### src/rtl/uart_rx_pkg.sv
// Shared types and constants for the 8N1 UART receiver.
package uart_pkg;

  typedef enum logic [2:0] {
    IDLE  = 3'd0,
    START = 3'd1,
    DATA  = 3'd2,
    STOP  = 3'd3,
    BREAK = 3'd4
  } rx_state_t;

  localparam int DEFAULT_CLKS_PER_BIT = 868;
  localparam int DATA_BITS            = 8;

endpackage

### src/rtl/uart_rx_if.sv
// Receiver-side bundle: serial line in, parallel byte and status out.
interface uart_rx_if;
  import uart_pkg::*;

  logic                 rx;
  logic [DATA_BITS-1:0] rx_data;
  logic                 wr_req;
  logic                 frame_err;
  logic                 busy;

  modport master (
    input  rx,
    output rx_data,
    output wr_req,
    output frame_err,
    output busy
  );

  modport slave (
    output rx,
    input  rx_data,
    input  wr_req,
    input  frame_err,
    input  busy
  );

endinterface

### src/rtl/uart_rx_bit_sync.sv
// Generic two-flop synchroniser with a configurable reset value.
module bit_sync #(
  parameter logic RESET_VAL = 1'b1
) (
  input  logic clk,
  input  logic rst,
  input  logic d_i,
  output logic q_o
);

  logic meta_q;
  logic sync_q;

  // Two-stage capture of the asynchronous input.
  always_ff @(posedge clk or posedge rst) begin
    if (rst) begin
      meta_q <= RESET_VAL;
      sync_q <= RESET_VAL;
    end else begin
      meta_q <= d_i;
      sync_q <= meta_q;
    end
  end

  assign q_o = sync_q;

endmodule

### src/rtl/uart_rx.sv
// 8N1 LSB-first UART receiver producing a stretched write request per good byte.
module uart_rx
  import uart_pkg::*;
#(
  parameter int CLKS_PER_BIT = DEFAULT_CLKS_PER_BIT,
  parameter int WR_HOLD      = 4
) (
  input  logic      clk,
  input  logic      rst,
  uart_rx_if.master bus
);

  localparam int CW = $clog2(CLKS_PER_BIT);
  localparam int HW = $clog2(WR_HOLD + 1);
  localparam logic [CW-1:0] CNT_LAST  = CW'(CLKS_PER_BIT - 1);
  localparam logic [CW-1:0] CNT_HALF  = CW'(CLKS_PER_BIT / 2);
  localparam logic [HW-1:0] HOLD_LOAD = HW'(WR_HOLD - 1);

  logic                 rx_s;
  rx_state_t            state_q, state_d;
  logic [CW-1:0]        cnt_q, cnt_d;
  logic [2:0]           idx_q, idx_d;
  logic [DATA_BITS-1:0] shift_q, shift_d;
  logic [DATA_BITS-1:0] data_q, data_d;
  logic [HW-1:0]        hold_q, hold_d;
  logic                 wr_req_q, wr_req_d;
  logic                 frame_err_q, frame_err_d;
  logic                 busy_q, busy_d;

  bit_sync #(.RESET_VAL(1'b1)) u_rx_sync (
    .clk (clk),
    .rst (rst),
    .d_i (bus.rx),
    .q_o (rx_s)
  );

  // Next-state and output decode for the receive FSM and the hold counter.
  always_comb begin
    state_d     = state_q;
    cnt_d       = cnt_q + CW'(1);
    idx_d       = idx_q;
    shift_d     = shift_q;
    data_d      = data_q;
    frame_err_d = 1'b0;
    if (hold_q != {HW{1'b0}}) begin
      hold_d   = hold_q - HW'(1);
      wr_req_d = 1'b1;
    end else begin
      hold_d   = hold_q;
      wr_req_d = 1'b0;
    end

    case (state_q)
      IDLE: begin
        // The cycle that sees the low line counts as count 0 of the start bit.
        idx_d = 3'd0;
        if (!rx_s) begin
          state_d = START;
          cnt_d   = CW'(1);
        end else begin
          cnt_d = {CW{1'b0}};
        end
      end
      START: begin
        if (cnt_q == CNT_HALF) begin
          cnt_d   = {CW{1'b0}};
          state_d = rx_s ? IDLE : DATA;
        end else begin
          state_d = START;
        end
      end
      DATA: begin
        if (cnt_q == CNT_LAST) begin
          cnt_d          = {CW{1'b0}};
          shift_d[idx_q] = rx_s;
          idx_d          = idx_q + 3'd1;
          state_d        = (idx_q == 3'd7) ? STOP : DATA;
        end else begin
          state_d = DATA;
        end
      end
      STOP: begin
        if (cnt_q == CNT_LAST) begin
          cnt_d = {CW{1'b0}};
          if (rx_s) begin
            data_d   = shift_q;
            hold_d   = HOLD_LOAD;
            wr_req_d = 1'b1;
            state_d  = IDLE;
          end else begin
            frame_err_d = 1'b1;
            state_d     = BREAK;
          end
        end else begin
          state_d = STOP;
        end
      end
      BREAK: begin
        cnt_d   = {CW{1'b0}};
        state_d = rx_s ? IDLE : BREAK;
      end
      default: begin
        cnt_d   = {CW{1'b0}};
        state_d = IDLE;
      end
    endcase

    busy_d = (state_d != IDLE);
  end

  // State and output registers.
  always_ff @(posedge clk or posedge rst) begin
    if (rst) begin
      state_q     <= IDLE;
      cnt_q       <= {CW{1'b0}};
      idx_q       <= 3'd0;
      shift_q     <= {DATA_BITS{1'b0}};
      data_q      <= {DATA_BITS{1'b0}};
      hold_q      <= {HW{1'b0}};
      wr_req_q    <= 1'b0;
      frame_err_q <= 1'b0;
      busy_q      <= 1'b0;
    end else begin
      state_q     <= state_d;
      cnt_q       <= cnt_d;
      idx_q       <= idx_d;
      shift_q     <= shift_d;
      data_q      <= data_d;
      hold_q      <= hold_d;
      wr_req_q    <= wr_req_d;
      frame_err_q <= frame_err_d;
      busy_q      <= busy_d;
    end
  end

  assign bus.rx_data   = data_q;
  assign bus.wr_req    = wr_req_q;
  assign bus.frame_err = frame_err_q;
  assign bus.busy      = busy_q;

endmodule
### src/flat_wrapper.sv
// flat-port wrapper written by rule: the top's interface ports become plain ports
module uart_rx_flat import uart_pkg::*;
#(
  parameter int CLKS_PER_BIT = DEFAULT_CLKS_PER_BIT,
  parameter int WR_HOLD      = 4
)
  (clk, rst, bus_rx, bus_rx_data, bus_wr_req, bus_frame_err, bus_busy);
  uart_rx_if bus_i ();
  input  logic clk;
  input  logic rst;
  input wire logic [$bits(bus_i.rx)-1:0] bus_rx;
  output wire logic [$bits(bus_i.rx_data)-1:0] bus_rx_data;
  output wire logic [$bits(bus_i.wr_req)-1:0] bus_wr_req;
  output wire logic [$bits(bus_i.frame_err)-1:0] bus_frame_err;
  output wire logic [$bits(bus_i.busy)-1:0] bus_busy;
  assign bus_i.rx = bus_rx;
  assign bus_rx_data = bus_i.rx_data;
  assign bus_wr_req = bus_i.wr_req;
  assign bus_frame_err = bus_i.frame_err;
  assign bus_busy = bus_i.busy;
  uart_rx #(.CLKS_PER_BIT(CLKS_PER_BIT), .WR_HOLD(WR_HOLD)) u_core (.clk(clk), .rst(rst), .bus(bus_i));
endmodule
### config.mk
export PLATFORM = sky130hd
export DESIGN_NAME = uart_rx_flat
export DESIGN_NICKNAME = d
export VERILOG_FILES = /design/src/rtl/uart_rx_pkg.sv /design/src/rtl/uart_rx_if.sv /design/src/rtl/uart_rx_bit_sync.sv /design/src/rtl/uart_rx.sv /design/src/flat_wrapper.sv
export SDC_FILE = /design/constraint.sdc
export NUM_CORES = 1
export LEC_CHECK = 0
export BUFFER_PORTS_ARGS = -buffer_cell sky130_fd_sc_hd__buf_2
export CORE_MARGIN = 2
export CORE_UTILIZATION = 26
export CTS_CLUSTER_SIZE = 25
export DETAILED_ROUTE_END_ITERATION = 10
export GPL_TIMING_DRIVEN = 0
export RECOVER_POWER = 25
export SLEW_MARGIN = 20
export SYNTH_ARGS = -nofsm -noshare
export SYNTH_HDL_FRONTEND = slang
export SYNTH_SLANG_ARGS = --single-unit
### constraint.sdc
create_clock -name clk -period 2.6 [get_ports clk]
set_input_delay 0.52 -clock clk [delete_from_list [all_inputs] [get_ports clk]]
set_output_delay 0.52 -clock clk [all_outputs]
set_load 0.005 [all_outputs]
==> reports/qor.csv <==
metric;value;unit
outcome;finished, final reports clean;
pin count of the biggest net entering global routing;24;
n_diodes;0;
Fin. Hold Viols;0;
measured slew at the worst slew-check pin;1.22;ns
Pins Over Slew Limit;0;
Critical Path AT;2.41;ns
Area after DPL;2120;µm²
Post-CTS Setup Bufs;0;
clock-pin slew on the worst setup and hold paths;0.07;ns
drc violations;0;
wire per inst;11.1;µm
top_reg_cell synth;dfrtp_1;
Iter 0 DRT Violations;61;
crit path kind;reg -> reg;
type of origin of the critical path;flip-flop;
mapped cell area;1900;µm²
Mapped Cells;169;
Clock Latency Late Sink;0.29;ns
syn_nets;178;
Hold Worst Slack;0.309;ns
Max VDD drop;0.238;mV
Synth Area per Inst;11.3;µm²
1st-pass router iterations;4;
maxcap violations;0;
slowest CP cell;nor4_1;
core area;7180;µm²
final net count;199;
final period utilization;0.867;
GPL Wtd Cong;0.843;
gr ovfl total;0;
Vias/cell;4.28;
Root Buffer;clkbuf_8;
initial antenna violation count;0;
Total GRT Usage;0.0938;
maximum clock path buffer count;2;
Hold Crit Class;in -> async;
FFs w/ async S/R, synth;1.00;
Tmin final;2.25;ns
critical path's largest stage delay;0.49;ns
H-tree Lvls;2;
clock skew;0.00751;ns
unique cell type count in the Yosys netlist;37;
Clock Sinks;40;
CTS tree;done;
most frequent cells in the layout;dfrtp_1 (38), buf_2 (17), nor2_1 (17), nand2_1 (15), mux2_2 (11);
Via Count;1240;
Final Core Density;0.307;
sequential cell area fraction in the yosys report;0.528;
worst rel slew slack;0.187;
hold_buf cts;0;
# rows;31;
PortBufs;13;
Setup crit end kind;flip-flop;
worst-path cell chain;ha_1 > nand4bb_1 > nor4_1 > o22ai_1 > or4_1;
layout cell share with drive strength beyond 1;0.220;
die area;8010;µm²
buffers and inverters on the worst path;0;
Initial Util;0.265;
post-route cell area;2200;µm²
Resized cells post-CTS;0;
Post-synth EDFFs;0;
Setup TNS Final;0;ns
Yosys warnings;0;
CP Max Fanout;7;
final wirelength;3210;µm
unrepaired setup endpoints after global routing;no;
Critical Path RT;2.76;ns
Leak Pwr;1.07;nW
commonest non-fill, non-tap cell in the layout;dfrtp_1;
I/O pin cnt;14;
Filler cells;749;
CP top delay family;simple AND/OR/NAND/NOR gates;
Final ANT Viol Nets;0;
Area Overhead vs Synth;15.8;%
DPL Wire Length;2220;µm
die height;89.5;µm
Yosys reg bits;40;
Final setup viols;0;
first-pass GRT wire length;5710;µm
vias in the first global route;1241;
die width;89.5;µm
Pwr per Cell Area;518;nW/µm²
Num CTS Buffers;5;
fmax;444;MHz
[power breakdown]
part	internal, mW	leakage, nW	switching, mW
combinational	0.00233	0.484	0.0150
sequential	0.625	0.527	0.00123
clock	0.285	0.0552	0.212
total	0.912	1.07	0.228
[synthesized netlist by cell type (2+ instances only)]
cell type,instances,area [µm²]
clkbuf_1,2,7.51
mux2_1,5,56.3
nor2b_1,2,12.5
nand4bb_1,2,22.5
buf_2,4,20.0
o21ai_0,6,30.0
or3_1,2,12.5
o31ai_1,2,15.0
a21oi_1,4,20.0
nand4b_1,3,26.3
dfrtp_1,38,951
nand3b_1,2,15.0
mux2_2,11,124
nand2_1,15,56.3
inv_1,5,18.8
or3b_1,2,17.5
nor3_1,2,10.0
xnor2_1,4,35.0
nand3_1,4,20.0
xor2_1,5,43.8
nor2_1,17,63.8
nand2b_1,4,25.0
nand4_1,4,25.0
ha_1,6,75.1
buf_6,2,22.5
mux2i_1,2,20.0
dfstp_2,2,52.6
or4_1,3,22.5
[cell families (layout without fill, tap and decap cells)]
logic type / Yosys count / in the layout / synth area share
AO/OA/AOI/OAI: 15 / 15 / 0.0447
XOR/XNOR: 9 / 9 / 0.0414
adder cells (fa/ha/maj): 6 / 6 / 0.0395
buffers and inverters: 13 / 35 / 0.0362
flip-flops: 40 / 40 / 0.528
multiplexers: 18 / 18 / 0.105
AND/OR/NAND/NOR: 68 / 68 / 0.205
[final cells by class]
class / instances / area (µm²) / share of cell area
clock inverters: 2 / 35.0 / 0.0159
repair buffers: 14 / 68.8 / 0.0313
well taps: 99 / 124 / 0.0563
clock buffers: 6 / 72.6 / 0.0330
multi-input cells: 116 / 830 / 0.377
plain buffers: 8 / 50.0 / 0.0227
inverters: 5 / 18.8 / 0.00852
flip-flops and latches: 40 / 1000 / 0.456
[layer usage]
layer	routed length, µm	GRT usage	part of all wire	vias to the layer above
met2	1410	0.143	0.44	18
met4	80	0.0488	0.025	0
met1	1600	0.117	0.50	584
met3	122	0.0332	0.038	7
li1	-	-	-	631
met5	0	0	0	-
[flip-flops by register name, indices dropped and copies added (netlist names)]
| name | cells |
|---|---|
| u_core.idx_q | 3 |
| u_core.hold_q | 3 |
| u_core.u_rx_sync.meta_q | 1 |
| u_core.shift_q | 8 |
| u_core.u_rx_sync.q_o | 1 |
| u_core.bus.rx_data | 8 |
| u_core.bus.busy | 1 |
| u_core.bus.frame_err | 1 |
| u_core.bus.wr_req | 1 |
| u_core.cnt_q | 10 |
| u_core.state_q | 3 |
[final timing paths]
| check | startpoint | to | slack (ns) | depth (start not counted) |
|---|---|---|---|---|
| max in group asynchronous | rst | u_core.bus.frame_err | 0.76 | 3 |
| min in group clk | bus_rx | u_core.u_rx_sync.meta_q | 0.32 | 1 |
| setup / recovery | u_core.cnt_q[1] | u_core.bus.busy | 0.35 | 5 |
| hold reg to reg | u_core.u_rx_sync.meta_q | u_core.u_rx_sync.q_o | 0.36 | 0 |
| setup reg to reg | u_core.cnt_q[1] | u_core.bus.busy | 0.35 | 5 |
| hold / removal | rst | u_core.cnt_q[7] | 0.31 | 2 |
[per-stage QoR]
step | total power, mW | std cells | setup WS [ns]
global placement | 0.656 | 281 | 0.418
floorplan | 0.649 | 169 | 0.697
finish | 1.14 | 290 | 0.347
detailed placement | 0.662 | 282 | 0.390
CTS | 1.16 | 290 | 0.393
global route | 1.18 | 290 | 0.170
Power figures use the tool's default switching activity.
